<file path="config.mk">
export PLATFORM = sky130hd
export DESIGN_NAME = binary_to_bcd_seq_flat
export DESIGN_NICKNAME = d
export VERILOG_FILES = /design/src/rtl/binary_to_bcd_seq_if.sv /design/src/rtl/binary_to_bcd_seq.sv /design/src/flat_wrapper.sv
export SDC_FILE = /design/constraint.sdc
export NUM_CORES = 1
export LEC_CHECK = 0
export ABC_CLOCK_PERIOD_IN_PS = 1850
export BUFFER_PORTS_ARGS = -buffer_cell sky130_fd_sc_hd__clkbuf_2
export CAP_MARGIN = 10
export CORE_ASPECT_RATIO = 0.8
export CORE_UTILIZATION = 40
export DETAILED_ROUTE_END_ITERATION = 6
export GPL_TIMING_DRIVEN = 0
export REMOVE_ABC_BUFFERS = 1
export SYNTH_ARGS = -nofsm -noshare
export SYNTH_HDL_FRONTEND = slang
export SYNTH_SLANG_ARGS = --single-unit
export TNS_END_PERCENT = 20
</file>
<file path="constraint.sdc">
create_clock -name clk -period 1.85 [get_ports clk]
set_input_delay 0.0925 -clock clk [delete_from_list [all_inputs] [get_ports clk]]
set_output_delay 0.0925 -clock clk [all_outputs]
set_load 0.05 [all_outputs]
</file>
<file path="src/rtl/binary_to_bcd_seq_if.sv">
// Handshake bundle for the sequential binary-to-BCD converter.
// slave = converter side, master = upstream/downstream driver side.
interface binary_to_bcd_seq_if #(
   parameter int WIDTH  = 8,
   parameter int DIGITS = 3
);
   logic                  in_valid;
   logic                  in_ready;
   logic [WIDTH-1:0]      binary_in;
   logic                  out_valid;
   logic                  out_ready;
   logic [4*DIGITS-1:0]   bcd_out;
   logic                  busy;

   modport slave (
      input  in_valid, binary_in, out_ready,
      output in_ready, out_valid, bcd_out, busy
   );

   modport master (
      output in_valid, binary_in, out_ready,
      input  in_ready, out_valid, bcd_out, busy
   );
endinterface

</file>
<file path="src/rtl/binary_to_bcd_seq.sv">
// Sequential double-dabble converter: one WIDTH-bit word in, DIGITS packed
// BCD digits out, one iteration per clock, valid/ready on both sides.

// Add-3 correction for a single BCD digit (applied before each shift).
module binary_to_bcd_seq_adj3 (
   input  logic [3:0] dig_i,
   output logic [3:0] dig_o
);
   assign dig_o = (dig_i >= 4'd5) ? dig_i + 4'd3 : dig_i;
endmodule

module binary_to_bcd_seq #(
   parameter int WIDTH  = 8,
   parameter int DIGITS = 3
) (
   input  logic                 clk,
   input  logic                 rst_n,
   binary_to_bcd_seq_if.slave   bus
);
   localparam int BW = 4 * DIGITS;
   localparam int CW = $clog2(WIDTH + 1);
   localparam logic [CW-1:0] LAST = CW'(WIDTH - 1);

   function automatic longint unsigned pow10(input int n);
      longint unsigned r = 1;
      for (int i = 0; i < n; i++) r = r * 10;
      return r;
   endfunction

   localparam longint unsigned MAX_IN = (64'd1 << WIDTH) - 64'd1;

   // Digit count must cover the full input range, otherwise the top carry is lost.
   generate
      if (WIDTH < 2 || WIDTH > 62) begin : g_bad_width
         $error("binary_to_bcd_seq: WIDTH out of supported range");
      end
      if (!(pow10(DIGITS) > MAX_IN)) begin : g_bad_digits
         $error("binary_to_bcd_seq: 10**DIGITS must exceed 2**WIDTH-1");
      end
   endgenerate

   typedef enum logic [1:0] {IDLE, SHIFT, DONE} state_t;

   state_t            state_q, state_d;
   logic [WIDTH-1:0]  bin_q, bin_d;
   logic [BW-1:0]     bcd_q, bcd_d;
   logic [CW-1:0]     cnt_q, cnt_d;
   logic [BW-1:0]     out_q, out_d;
   logic              out_valid_q, out_valid_d;

   logic [BW-1:0]     bcd_adj;
   logic [BW-1:0]     bcd_shift;
   logic [WIDTH-1:0]  bin_shift;

   // All digit corrections happen in parallel, one instance per digit.
   genvar g;
   generate
      for (g = 0; g < DIGITS; g++) begin : g_dig
         binary_to_bcd_seq_adj3 u_adj (
            .dig_i (bcd_q[4*g +: 4]),
            .dig_o (bcd_adj[4*g +: 4])
         );
      end
   endgenerate

   // Shift {corrected bcd, bin} left by one; bin MSB feeds the units digit.
   assign bcd_shift = {bcd_adj[BW-2:0], bin_q[WIDTH-1]};
   assign bin_shift = {bin_q[WIDTH-2:0], 1'b0};

   // Next-state and datapath updates for IDLE/SHIFT/DONE.
   always_comb begin
      state_d     = state_q;
      bin_d       = bin_q;
      bcd_d       = bcd_q;
      cnt_d       = cnt_q;
      out_d       = out_q;
      out_valid_d = out_valid_q;
      case (state_q)
         IDLE: begin
            if (bus.in_valid) begin
               bin_d   = bus.binary_in;
               bcd_d   = '0;
               cnt_d   = '0;
               state_d = SHIFT;
            end
         end
         SHIFT: begin
            bin_d = bin_shift;
            bcd_d = bcd_shift;
            cnt_d = cnt_q + 1'b1;
            // Final iteration publishes the freshly shifted value directly.
            if (cnt_q == LAST) begin
               out_d       = bcd_shift;
               out_valid_d = 1'b1;
               state_d     = DONE;
            end
         end
         DONE: begin
            if (out_valid_q && bus.out_ready) begin
               out_valid_d = 1'b0;
               state_d     = IDLE;
            end
         end
         default: state_d = IDLE;
      endcase
   end

   // State and datapath registers; reset aborts any conversion in flight.
   always_ff @(posedge clk or negedge rst_n) begin
      if (!rst_n) begin
         state_q     <= IDLE;
         bin_q       <= '0;
         bcd_q       <= '0;
         cnt_q       <= '0;
         out_q       <= '0;
         out_valid_q <= 1'b0;
      end else begin
         state_q     <= state_d;
         bin_q       <= bin_d;
         bcd_q       <= bcd_d;
         cnt_q       <= cnt_d;
         out_q       <= out_d;
         out_valid_q <= out_valid_d;
      end
   end

   assign bus.in_ready  = (state_q == IDLE);
   assign bus.busy      = (state_q == SHIFT);
   assign bus.out_valid = out_valid_q;
   assign bus.bcd_out   = out_q;
endmodule

</file>
<file path="src/flat_wrapper.sv">
// flat-port wrapper written by rule: the top's interface ports become plain ports
module binary_to_bcd_seq_flat 
#(
   parameter int WIDTH  = 8,
   parameter int DIGITS = 3
)
  (clk, rst_n, bus_in_valid, bus_binary_in, bus_out_ready, bus_in_ready, bus_out_valid, bus_bcd_out, bus_busy);
  binary_to_bcd_seq_if #(.WIDTH(WIDTH), .DIGITS(DIGITS)) bus_i ();
  input  logic clk;
  input  logic rst_n;
  input wire logic [$bits(bus_i.in_valid)-1:0] bus_in_valid;
  input wire logic [$bits(bus_i.binary_in)-1:0] bus_binary_in;
  input wire logic [$bits(bus_i.out_ready)-1:0] bus_out_ready;
  output wire logic [$bits(bus_i.in_ready)-1:0] bus_in_ready;
  output wire logic [$bits(bus_i.out_valid)-1:0] bus_out_valid;
  output wire logic [$bits(bus_i.bcd_out)-1:0] bus_bcd_out;
  output wire logic [$bits(bus_i.busy)-1:0] bus_busy;
  assign bus_i.in_valid = bus_in_valid;
  assign bus_i.binary_in = bus_binary_in;
  assign bus_i.out_ready = bus_out_ready;
  assign bus_in_ready = bus_i.in_ready;
  assign bus_out_valid = bus_i.out_valid;
  assign bus_bcd_out = bus_i.bcd_out;
  assign bus_busy = bus_i.busy;
  binary_to_bcd_seq #(.WIDTH(WIDTH), .DIGITS(DIGITS)) u_core (.clk(clk), .rst_n(rst_n), .bus(bus_i));
endmodule
</file>
==> results of run 1 <==
## cell families after synthesis
kind of cell / synth area share [%]
xor+xnor: 1.39
buf+inv: 3.31
fa+ha+maj: 6.62
compound gates: 17.0
simple gates: 11.5
mux: 8.54
flops: 51.7
## cell usage after synthesis, drive strengths merged, types with 5 or more instances
| master | count | area [um2] |
|---|---|---|
| inv | 8 | 30.0 |
| nor3b | 5 | 37.5 |
| buf | 5 | 25.0 |
| ha | 10 | 125 |
| a21oi | 10 | 50.1 |
| mux2i | 9 | 93.8 |
| o21ai | 27 | 139 |
| o22ai | 5 | 31.3 |
| nand2 | 30 | 113 |
| nand2b | 5 | 31.3 |
| mux2 | 6 | 67.6 |
| dfrtp | 39 | 976 |
## worst max-delay path, delay by kind of cell, from the launching register on
family,cells,cell delay [ns]
adders and majority gates,1,0.24
muxes,1,0.43
DFF,1,0.40
AOI/OAI and AO/OA,2,0.33
buffers and inverters,1,0.16
and+or+nand+nor,1,0.11
## registers in the layout, indices dropped and copies added, names as in the netlist
name	cells
u_core.bus.out_valid	1
u_core.cnt_q	4
u_core.bus.bcd_out	12
u_core.bcd_q	12
u_core.bin_q	8
u_core.state_q	2
## path summary, 6_finish.rpt
check / from / endpoint / slack, ns / cells after the start
min in group asynchronous: rst_n / u_core.bus.bcd_out[9] / 0.49 / 2
setup / recovery: u_core.state_q[1] / u_core.cnt_q[3] / 0.07 / 6
hold reg to reg: u_core.bus.bcd_out[7] / u_core.bus.bcd_out[7] / 0.49 / 2
setup reg to reg: u_core.state_q[1] / u_core.cnt_q[3] / 0.07 / 6
hold / removal: bus_binary_in[0] / u_core.bin_q[0] / 0.05 / 3
max in group asynchronous: rst_n / u_core.bcd_q[5] / 0.75 / 2
## repair_timing
item                                   4_1_cts  5_1_grt
hold buffers                                 1        0
endpoints found under the hold margin       39        0
setup endpoints to repair                   38       16
gates cloned                                 1        1
gates resized for setup                      4        6
buffers inserted                             3        0
pin swaps                                    2        0
## layer usage
metal,up-vias,wire length (um),track usage (%)
met4,0,55,6.82
li1,708,-,-
met2,27,1980,28.5
met5,-,0,0
met1,696,1840,19.8
met3,6,151,5.22
## metrics by stage
| stage | hold WS, ns | instances | TNS (ns) | setup WS [ns] |
|---|---|---|---|---|
| 2_1_floorplan | -0.203 | 175 | -12.53 | -0.664 |
| 3_3_place_gp | 0.290 | 258 | -12.54 | -0.795 |
| 3_5_place_dp | 0.306 | 258 | -15.82 | -0.865 |
| 4_1_cts | 0.0398 | 271 | -0.0872 | -0.0872 |
| 5_1_grt | 0.0913 | 272 | -0.0469 | -0.0469 |
| 6_report | 0.0530 | 272 | 0 | 0.0738 |
## area by class of cell
cell class / count / area, um2
clock buffer: 6 / 82.6
sequential: 39 / 976
fill: 406 / 2080
timing repair buffer: 30 / 163
tap: 57 / 71.3
inverter: 8 / 30.0
multi-input combinational: 130 / 926
clock inverter: 2 / 35.0
## where the power goes
group | leakage, uW | switching, uW | internal [uW]
Clock | 0.0000612 | 297 | 437
Sequential | 0.000522 | 209 | 1100
Combinational | 0.000446 | 983 | 641
==> parameters.txt, run 1 <==
Parameter                              Value

Critical path
  Data required time of the worst path ... 2.03 ns
  Crit. End Element ... flip-flop
  Slowest cell on crit path ... sky130_fd_sc_hd__mux2i_4
  Cell-by-cell listing of the critical path ... inv_1 -> ha_4 -> mux2i_4 -> nor3_1 -> a21o_1 -> a22o_1
  Kind of critical path ... flip-flop to flip-flop
  Type of origin of the critical path ... flip-flop
  Crit path largest cell delay ... 0.43 ns
  Signal arrival time at the worst endpoint ... 1.95 ns
  Crit-path max FO ... 12

Yosys
  Post-synthesis register bit count ... 39
  Post-synthesis cell count ... 182
  Most used flip-flop cell after synthesis ... sky130_fd_sc_hd__dfrtp_1
  Area of the mapped netlist ... 0.00189 mm2
  Number of distinct library cell variants in the gate-level netlist after synthesis ... 26
  Share of the yosys chip area belonging to registers ... 51.7%
  Post-synth EDFFs ... 0
  Yosys warning count ... 0
  Per-instance average area after synthesis ... 10.4 um2
  Fraction of registers with async set/reset ... 100%

Drt
  Detailed-route DRC error count ... 0
  Via count of the routed design ... 1437
  Detailed Routing Iterations Pass 1 ... 4
  Routed wirelength normalized by instance count ... 14.8 um
  Violation count after the first detailed-routing iteration ... 89
  Final ANT Viol Nets ... 0
  Average via count per standard cell ... 5.28
  Final wirelength ... 4.02 mm

Floorplanning
  Die Y ... 63.5 um
  Die span in x ... 78.8 um
  Core ar. ... 0.00436 mm2
  Initial Utilization ... 43.3%
  Row count ... 21
  Die footprint ... 0.00500 mm2
  IO Pins ... 27

Clock network
  Number of CTS-inserted buffers ... 5
  Clock edge transition at the registers on the reported setup and hold paths ... 0.08 ns
  CTS sink cnt ... 39
  Clock Tree Root ... sky130_fd_sc_hd__clkbuf_8
  Max Buffers Root-to-Sink ... 2
  Clk Latency, worst-skew pair ... 0.28 ns
  Max H-tree Level ... 2
  CTS tree ... done

Run status
  Outcome ... complete, no violations

Global route
  Via count of the first global-routing pass ... 1438
  Residual overflow from global routing ... 0
  Global-route wire length before repair ... 6.38 mm
  Overall global routing resource usage ... 16.8%
  Largest net degree at the start of global routing ... 40
  Number of antenna violations at the first check in global routing ... 0

Pwr
  Static Leakage ... 0.00103 uW
  Final Power ... 3660 uW
  Worst vdd rail ir drop ... 0.703 mV
  Total power per unit cell area ... 1600 mW/mm2

Cells and area
  Final-stage net count ... 236
  Util after Layout ... 52.4%
  Share of cells above drive strength 1 ... 24.2%
  Layout area overhead ... 20.9%
  Most frequent standard cell in the layout excluding fill and tap cells ... sky130_fd_sc_hd__dfrtp_1
  Summed area of non-filler cells in the final layout ... 0.00228 mm2
  Most frequent cells in the layout ... 39 x sky130_fd_sc_hd__dfrtp_1, 29 x sky130_fd_sc_hd__nand2_1, 26 x sky130_fd_sc_hd__o21ai_0, 26 x sky130_fd_sc_hd__clkbuf_2
  Antenna fix cells ... 0

STA
  Unrepaired setup endpoints after global routing ... yes
  Share of the clock period used by the worst path ... 96.0%
  Slew Viols, Final ... 0
  Post-layout min period ... 1.78 ns
  Achievable Freq ... 563 MHz
  Clock tree skew after final layout ... 0.00627 ns
  Total count of hold-check failures in the final report ... 0
  Number of setup violations in the final report ... 0
  Actual slew at the worst max-slew pin ... 0.970 ns
  Slew Limit Headroom ... 35.4%

Placement
  Gpl congestion ... 0.766
  Post-DP HPWL ... 2.50 mm
  Cell Area, Placed ... 0.00206 mm2
  Buffers on Ports ... 26

Run
  Number of violations of the max-capacitance limit ... 0

Hold path
  Worst hold path type ... primary input to flip-flop
Power figures use the tool's default switching activity.
==> run 2, diff against run 1 <==
--- a/config.mk
+++ b/config.mk
@@ -5,13 +5,15 @@
 export SDC_FILE = /design/constraint.sdc
 export NUM_CORES = 1
 export LEC_CHECK = 0
-export ABC_CLOCK_PERIOD_IN_PS = 1850
+export ABC_CLOCK_PERIOD_IN_PS = 2310
 export BUFFER_PORTS_ARGS = -buffer_cell sky130_fd_sc_hd__clkbuf_2
 export CAP_MARGIN = 10
 export CORE_ASPECT_RATIO = 0.8
-export CORE_UTILIZATION = 40
+export CORE_MARGIN = 1
+export CORE_UTILIZATION = 45
 export DETAILED_ROUTE_END_ITERATION = 6
 export GPL_TIMING_DRIVEN = 0
+export PLACE_DENSITY = 0.65
 export REMOVE_ABC_BUFFERS = 1
 export SYNTH_ARGS = -nofsm -noshare
 export SYNTH_HDL_FRONTEND = slang
==> constraint.sdc (replaced) <==
create_clock -name clk -period 2.31 [get_ports clk]
set_input_delay 0.1155 -clock clk [delete_from_list [all_inputs] [get_ports clk]]
set_output_delay 0.1155 -clock clk [all_outputs]
set_load 0.05 [all_outputs]
==> parameters.txt, run 2 (synthesis gave the netlist of run 1 again) <==
Parameter                              Value

Run status
  Outcome ... complete, no violations

Pwr
  Final Power ... 2650 uW
  Static Leakage ... 0.000989 uW
  Total power per unit cell area ... 1220 mW/mm2
  Fraction of power consumed by sequential logic ... 39.2%
  Worst vdd rail ir drop ... 0.490 mV
  Fraction of power spent switching nets ... 42.2%
  Part of the total power dissipated in combinational logic ... 44.0%
  Internal power ... 1530 uW
  Net switching power ... 1120 uW
  Share of power burned in the clock network ... 16.8%

Drt
  Violation count after the first detailed-routing iteration ... 149
  Average via count per standard cell ... 5.33
  Final ANT Viol Nets ... 0
  Detailed Routing Iterations Pass 1 ... 4
  Via count of the routed design ... 1417
  Final wirelength ... 3.70 mm
  Detailed-route DRC error count ... 0
  Routed wirelength normalized by instance count ... 13.9 um

Clock network
  CTS sink cnt ... 39
  CTS tree ... done
  Max H-tree Level ... 2
  Clk Latency, worst-skew pair ... 0.30 ns
  Clock edge transition at the registers on the reported setup and hold paths ... 0.07 ns
  Number of CTS-inserted buffers ... 5
  Clock Tree Root ... sky130_fd_sc_hd__clkbuf_8
  Max Buffers Root-to-Sink ... 2

Cells and area
  Most frequent standard cell in the layout excluding fill and tap cells ... sky130_fd_sc_hd__dfrtp_1
  Share of cells above drive strength 1 ... 19.4%
  Final-stage net count ... 232
  Antenna fix cells ... 0
  Layout area overhead ... 14.7%
  Fillcell total ... 373
  Most frequent cells in the layout ... 39 x sky130_fd_sc_hd__dfrtp_1, 30 x sky130_fd_sc_hd__nand2_1, 26 x sky130_fd_sc_hd__o21ai_0, 26 x sky130_fd_sc_hd__clkbuf_2, 10 x sky130_fd_sc_hd__a21oi_1

STA
  Final Worst Setup Slack ... 0.192 ns
  Achievable Freq ... 472 MHz
  Number of setup violations in the final report ... 0
  Slew Viols, Final ... 0
  Clock tree skew after final layout ... 0.0116 ns
  Total count of hold-check failures in the final report ... 0
  Actual slew at the worst max-slew pin ... 0.960 ns
  Slew Limit Headroom ... 36.0%
  Share of the clock period used by the worst path ... 91.7%
  Post-layout min period ... 2.12 ns
  Final-layout setup total negative slack ... 0 ns
  Unrepaired setup endpoints after global routing ... no

Critical path
  Crit path largest cell delay ... 0.55 ns
  Type of origin of the critical path ... flip-flop
  Beginning of the worst register-to-register path ... u_core.state_q[1]
  Terminus of the critical flop-to-flop path ... u_core.bus.bcd_out[0]
  Slowest cell on crit path ... sky130_fd_sc_hd__nand4b_1
  Crit. End Element ... flip-flop
  Worst reg2reg path depth ... 4
  Data required time of the worst path ... 2.48 ns
  Signal arrival time at the worst endpoint ... 2.29 ns
  Cell-by-cell listing of the critical path ... inv_1 -> ha_2 -> nand4b_1 -> mux2_2
  Reg-to-reg setup timing slack ... 0.19 ns
  Kind of critical path ... flip-flop to flip-flop
  Crit-path max FO ... 19

Run
  Number of violations of the max-capacitance limit ... 0

Floorplanning
  Die footprint ... 0.00446 mm2
  IO Pins ... 27
  Row count ... 20
  Die span in x ... 74.4 um
  Die Y ... 60.0 um
  Initial Utilization ... 48.4%
  Core ar. ... 0.00390 mm2

Global route
  Via count of the first global-routing pass ... 1339
  Residual overflow from global routing ... 0
  Global-route wire length before repair ... 6.16 mm
  Number of antenna violations at the first check in global routing ... 0
  Largest net degree at the start of global routing ... 40
  Overall global routing resource usage ... 19.0%

Placement
  Post-DP HPWL ... 2.45 mm
  Pre-CTS worst setup slack ... -0.391 ns
  Buffers on Ports ... 26
  Gpl congestion ... 0.752

Hold path
  Hold path startpoint ... bus_binary_in[0]
  Destination of the worst hold path ... u_core.bin_q[0]
  Number of cells on the worst hold path ... 3
  Worst hold path type ... primary input to flip-flop
[run 2: power groups by stage]
stage | sequential [uW] | clock, uW | combinational, uW
after floorplan | 1070 | 0 | 848
after global placement | 1030 | 0 | 1100
after detailed placement | 1050 | 0 | 1150
after CTS | 1040 | 449 | 1170
after global routing | 1070 | 479 | 1310
final | 1040 | 447 | 1170
[run 2: worst max-delay path by stage]
stage,start,end,cells after the start
global route,u_core.state_q[1],u_core.bus.bcd_out[0],4
detailed placement,u_core.state_q[1],u_core.bus.bcd_out[0],4
CTS,u_core.state_q[1],u_core.cnt_q[3],6
global placement,u_core.state_q[1],u_core.bus.bcd_out[0],4
finish,u_core.state_q[1],u_core.bus.bcd_out[0],4
floorplan,u_core.state_q[1],u_core.bus.bcd_out[0],4
[run 2: timing repair]
action,CTS,global route
gates resized for setup,1,1
cloned,1,0
pin swaps,1,0
setup buffers,0,0
hold endpoints to repair,11,0
endpoints found under the setup margin,13,1
hold buffers,1,0
[run 2: area by class of cell]
| cell class | instances | area [um2] | share of cell area [%] |
|---|---|---|---|
| Tap cell | 55 | 68.8 | 3.18 |
| Clock buffer | 7 | 76.3 | 3.52 |
| Timing Repair Buffer | 27 | 140 | 6.47 |
| Multi-Input combinational cell | 129 | 871 | 40.2 |
| Clock inverter | 1 | 5.00 | 0.231 |
| Sequential cell | 39 | 976 | 45.0 |
| Inverter | 8 | 30.0 | 1.39 |
[run 2: critical path: cells and delay by family (launching register included)]
kind | cells | cell delay, ns
AND/OR/NAND/NOR | 1 | 0.55
adder cells (fa/ha/maj) | 1 | 0.49
buffers and inverters | 1 | 0.10
multiplexers | 1 | 0.45
flip-flops | 1 | 0.40
[run 2: layer usage]
metal	up-vias	GRT usage [%]	wire, um
li1	702	-	-
met4	0	5.66	38
met3	6	6.58	180
met5	-	0	0
met2	32	31.0	1710
met1	677	23.9	1780
[run 2: through the flow]
stage / std cells / hold slack (ns) / instance area (um2) / util (%)
final: 266 / 0.0760 / 2170 / 55.5
after global routing: 266 / 0.0893 / 2170 / 55.5
after CTS: 266 / 0.0886 / 2160 / 55.3
after detailed placement: 256 / 0.312 / 2060 / 52.7
after global placement: 256 / 0.303 / 2060 / 52.7
after floorplan: 175 / -0.180 / 1860 / -
==> run 3, diff against run 2 <==
--- a/config.mk
+++ b/config.mk
@@ -8,12 +8,14 @@
 export ABC_CLOCK_PERIOD_IN_PS = 2310
 export BUFFER_PORTS_ARGS = -buffer_cell sky130_fd_sc_hd__clkbuf_2
 export CAP_MARGIN = 10
+export CELL_PAD_IN_SITES_DETAIL_PLACEMENT = 1
+export CELL_PAD_IN_SITES_GLOBAL_PLACEMENT = 2
 export CORE_ASPECT_RATIO = 0.8
 export CORE_MARGIN = 1
-export CORE_UTILIZATION = 45
+export CORE_UTILIZATION = 39
 export DETAILED_ROUTE_END_ITERATION = 6
 export GPL_TIMING_DRIVEN = 0
-export PLACE_DENSITY = 0.65
+export PLACE_DENSITY_LB_ADDON = 0.1
 export REMOVE_ABC_BUFFERS = 1
 export SYNTH_ARGS = -nofsm -noshare
 export SYNTH_HDL_FRONTEND = slang
==> parameters.txt, run 3 (synthesis gave the netlist of run 1 again) <==
Parameter                              Value

Run status
  Outcome ... complete, but fails checks
  Failing checks ... negative hold slack

STA
  Share of the clock period used by the worst path ... 86.6%
  Post-layout min period ... 2.00 ns
  Actual slew at the worst max-slew pin ... 0.993 ns
  Worst hold margin ... -0.0203 ns
  Unrepaired setup endpoints after global routing ... no
  Achievable Freq ... 500 MHz
  Number of setup violations in the final report ... 0
  Total count of hold-check failures in the final report ... 39
  Slew Viols, Final ... 0
  Clock tree skew after final layout ... 0.00395 ns
  Final Worst Setup Slack ... 0.310 ns
  Slew Limit Headroom ... 33.8%

Critical path
  Buf+Inv Stages, Crit Path ... 1
  Data required time of the worst path ... 2.50 ns
  Signal arrival time at the worst endpoint ... 2.19 ns
  Family with the most delay on the worst path ... multiplexers
  Slowest cell on crit path ... sky130_fd_sc_hd__mux2i_4
  Crit path largest cell delay ... 0.63 ns
  Crit-path max FO ... 24
  Crit. End Element ... flip-flop
  Cell-by-cell listing of the critical path ... inv_1 -> ha_1 -> mux2i_4 -> nor3_1 -> a21o_1 -> a22o_1
  Type of origin of the critical path ... flip-flop
  Kind of critical path ... flip-flop to flip-flop

Global route
  Residual overflow from global routing ... 0
  Global-route wire length before repair ... 7.42 mm
  Fraction of met3 tracks used by global routing ... 4.57%
  Gr busiest metal ... met2
  Met1 routing resource usage after global routing ... 25.7%
  Overall global routing resource usage ... 19.1%
  Largest net degree at the start of global routing ... 40
  Via count of the first global-routing pass ... 1563
  Number of antenna violations at the first check in global routing ... 0
  Met2 track utilization from global routing ... 29.8%

Hold path
  Worst hold path type ... primary input to asynchronous set/reset pin

Clock network
  Max H-tree Level ... 2
  Clk Latency, worst-skew pair ... 0.29 ns
  Number of CTS-inserted buffers ... 5
  CTS sink cnt ... 39
  Clock Tree Root ... sky130_fd_sc_hd__clkbuf_8
  CTS tree ... done
  Max Buffers Root-to-Sink ... 2
  Clock edge transition at the registers on the reported setup and hold paths ... 0.08 ns

Floorplanning
  Die span in x ... 79.8 um
  Die Y ... 64.3 um
  IO Pins ... 27
  Core ar. ... 0.00462 mm2
  Initial Utilization ... 40.9%
  Die footprint ... 0.00513 mm2
  Row count ... 22

Drt
  Violation count after the first detailed-routing iteration ... 68
  Via count of the routed design ... 1414
  Routed wirelength normalized by instance count ... 15.1 um
  Final wirelength ... 4.10 mm
  Detailed Routing Iterations Pass 1 ... 3
  Detailed-route DRC error count ... 0
  Average via count per standard cell ... 5.20
  Final ANT Viol Nets ... 0

Cells and area
  Layout area overhead ... 17.2%
  Fillcell total ... 514
  Most frequent standard cell in the layout excluding fill and tap cells ... sky130_fd_sc_hd__dfrtp_1
  Antenna fix cells ... 0
  Final-stage net count ... 233
  Most frequent cells in the layout ... 39 x sky130_fd_sc_hd__dfrtp_1, 30 x sky130_fd_sc_hd__nand2_1, 26 x sky130_fd_sc_hd__o21ai_0, 26 x sky130_fd_sc_hd__clkbuf_2, 10 x sky130_fd_sc_hd__a21oi_1
  Final standard cell count with taps included and fillers excluded ... 272
  Share of cells above drive strength 1 ... 21.2%

Pwr
  Total power per unit cell area ... 1270 mW/mm2
  Final Power ... 2810 uW
  Static Leakage ... 0.00101 uW
  Worst vdd rail ir drop ... 0.557 mV

Placement
  Number of cells after detailed placement ... 261
  Buffers on Ports ... 26
  Post-DP HPWL ... 2.70 mm
  Pre-CTS worst setup slack ... -0.429 ns
  Gpl congestion ... 0.758

Run
  Number of violations of the max-capacitance limit ... 0
-- run 3: cell types whose count changed in the layout (fill, tap and decap cells not counted), sizes merged --
cell	delta
buf	+2
bufinv	+1
clkbuf	-1
dlygate4sd3	-1
-- run 3: final cells by class --
| type | instances | area [um2] | area share [%] |
|---|---|---|---|
| Sequential cell | 39 | 976 | 44.1 |
| Multi-Input combinational cell | 129 | 871 | 39.3 |
| Timing Repair Buffer | 28 | 145 | 6.55 |
| Clock buffer | 6 | 82.6 | 3.73 |
| Tap cell | 60 | 75.1 | 3.39 |
| Clock inverter | 2 | 35.0 | 1.58 |
| Inverter | 8 | 30.0 | 1.36 |
-- run 3: path summary, 6_finish.rpt --
| path | startpoint | endpoint | slack, ns | depth (start not counted) |
|---|---|---|---|---|
| setup reg to reg | u_core.state_q[0] | u_core.cnt_q[3] | 0.31 | 6 |
| min in group clk | bus_binary_in[0] | u_core.bin_q[0] | 0.07 | 3 |
| hold / removal | rst_n | u_core.bus.out_valid | -0.02 | 1 |
| setup / recovery | u_core.state_q[0] | u_core.cnt_q[3] | 0.31 | 6 |
| max in group asynchronous | rst_n | u_core.bcd_q[6] | 1.72 | 1 |
| hold reg to reg | u_core.bus.bcd_out[4] | u_core.bus.bcd_out[4] | 0.48 | 2 |
-- run 3: worst register-to-register path, delay by kind of cell, from the launching register on --
kind | cells | cell delay, ns
muxes | 1 | 0.63
buffers and inverters | 1 | 0.09
DFF | 1 | 0.41
AOI/OAI and AO/OA | 2 | 0.35
and+or+nand+nor | 1 | 0.11
adders and majority gates | 1 | 0.31
-- run 3: metrics by stage --
step | cell area, um2 | util [%] | TNS, ns
after global placement | 2060 | 44.6 | -2.80
final | 2210 | 47.9 | 0
after CTS | 2210 | 47.9 | 0
after global routing | 2210 | 47.9 | 0
after detailed placement | 2060 | 44.6 | -3.74
after floorplan | 1860 | - | -0.777
-- run 3: metal layers --
| layer | vias up | share of wire, % |
|---|---|---|
| met5 | - | 0 |
| li1 | 700 | - |
| met3 | 5 | 3.1 |
| met2 | 19 | 46 |
| met4 | 0 | 1.2 |
| met1 | 690 | 49 |
-- run 3: where the power goes --
part           internal [uW]  switching [uW]  leakage, uW
combinational            443             741     0.000430
sequential               879             157     0.000522
clock                    350             243    0.0000612
total                   1670            1140      0.00101
-- run 3: repair_timing --
| item | CTS | global route |
|---|---|---|
| resized for setup | 2 | 0 |
| endpoints found under the setup margin | 15 | 0 |
| hold buffers | 0 | 0 |
| setup buffers | 2 | 0 |
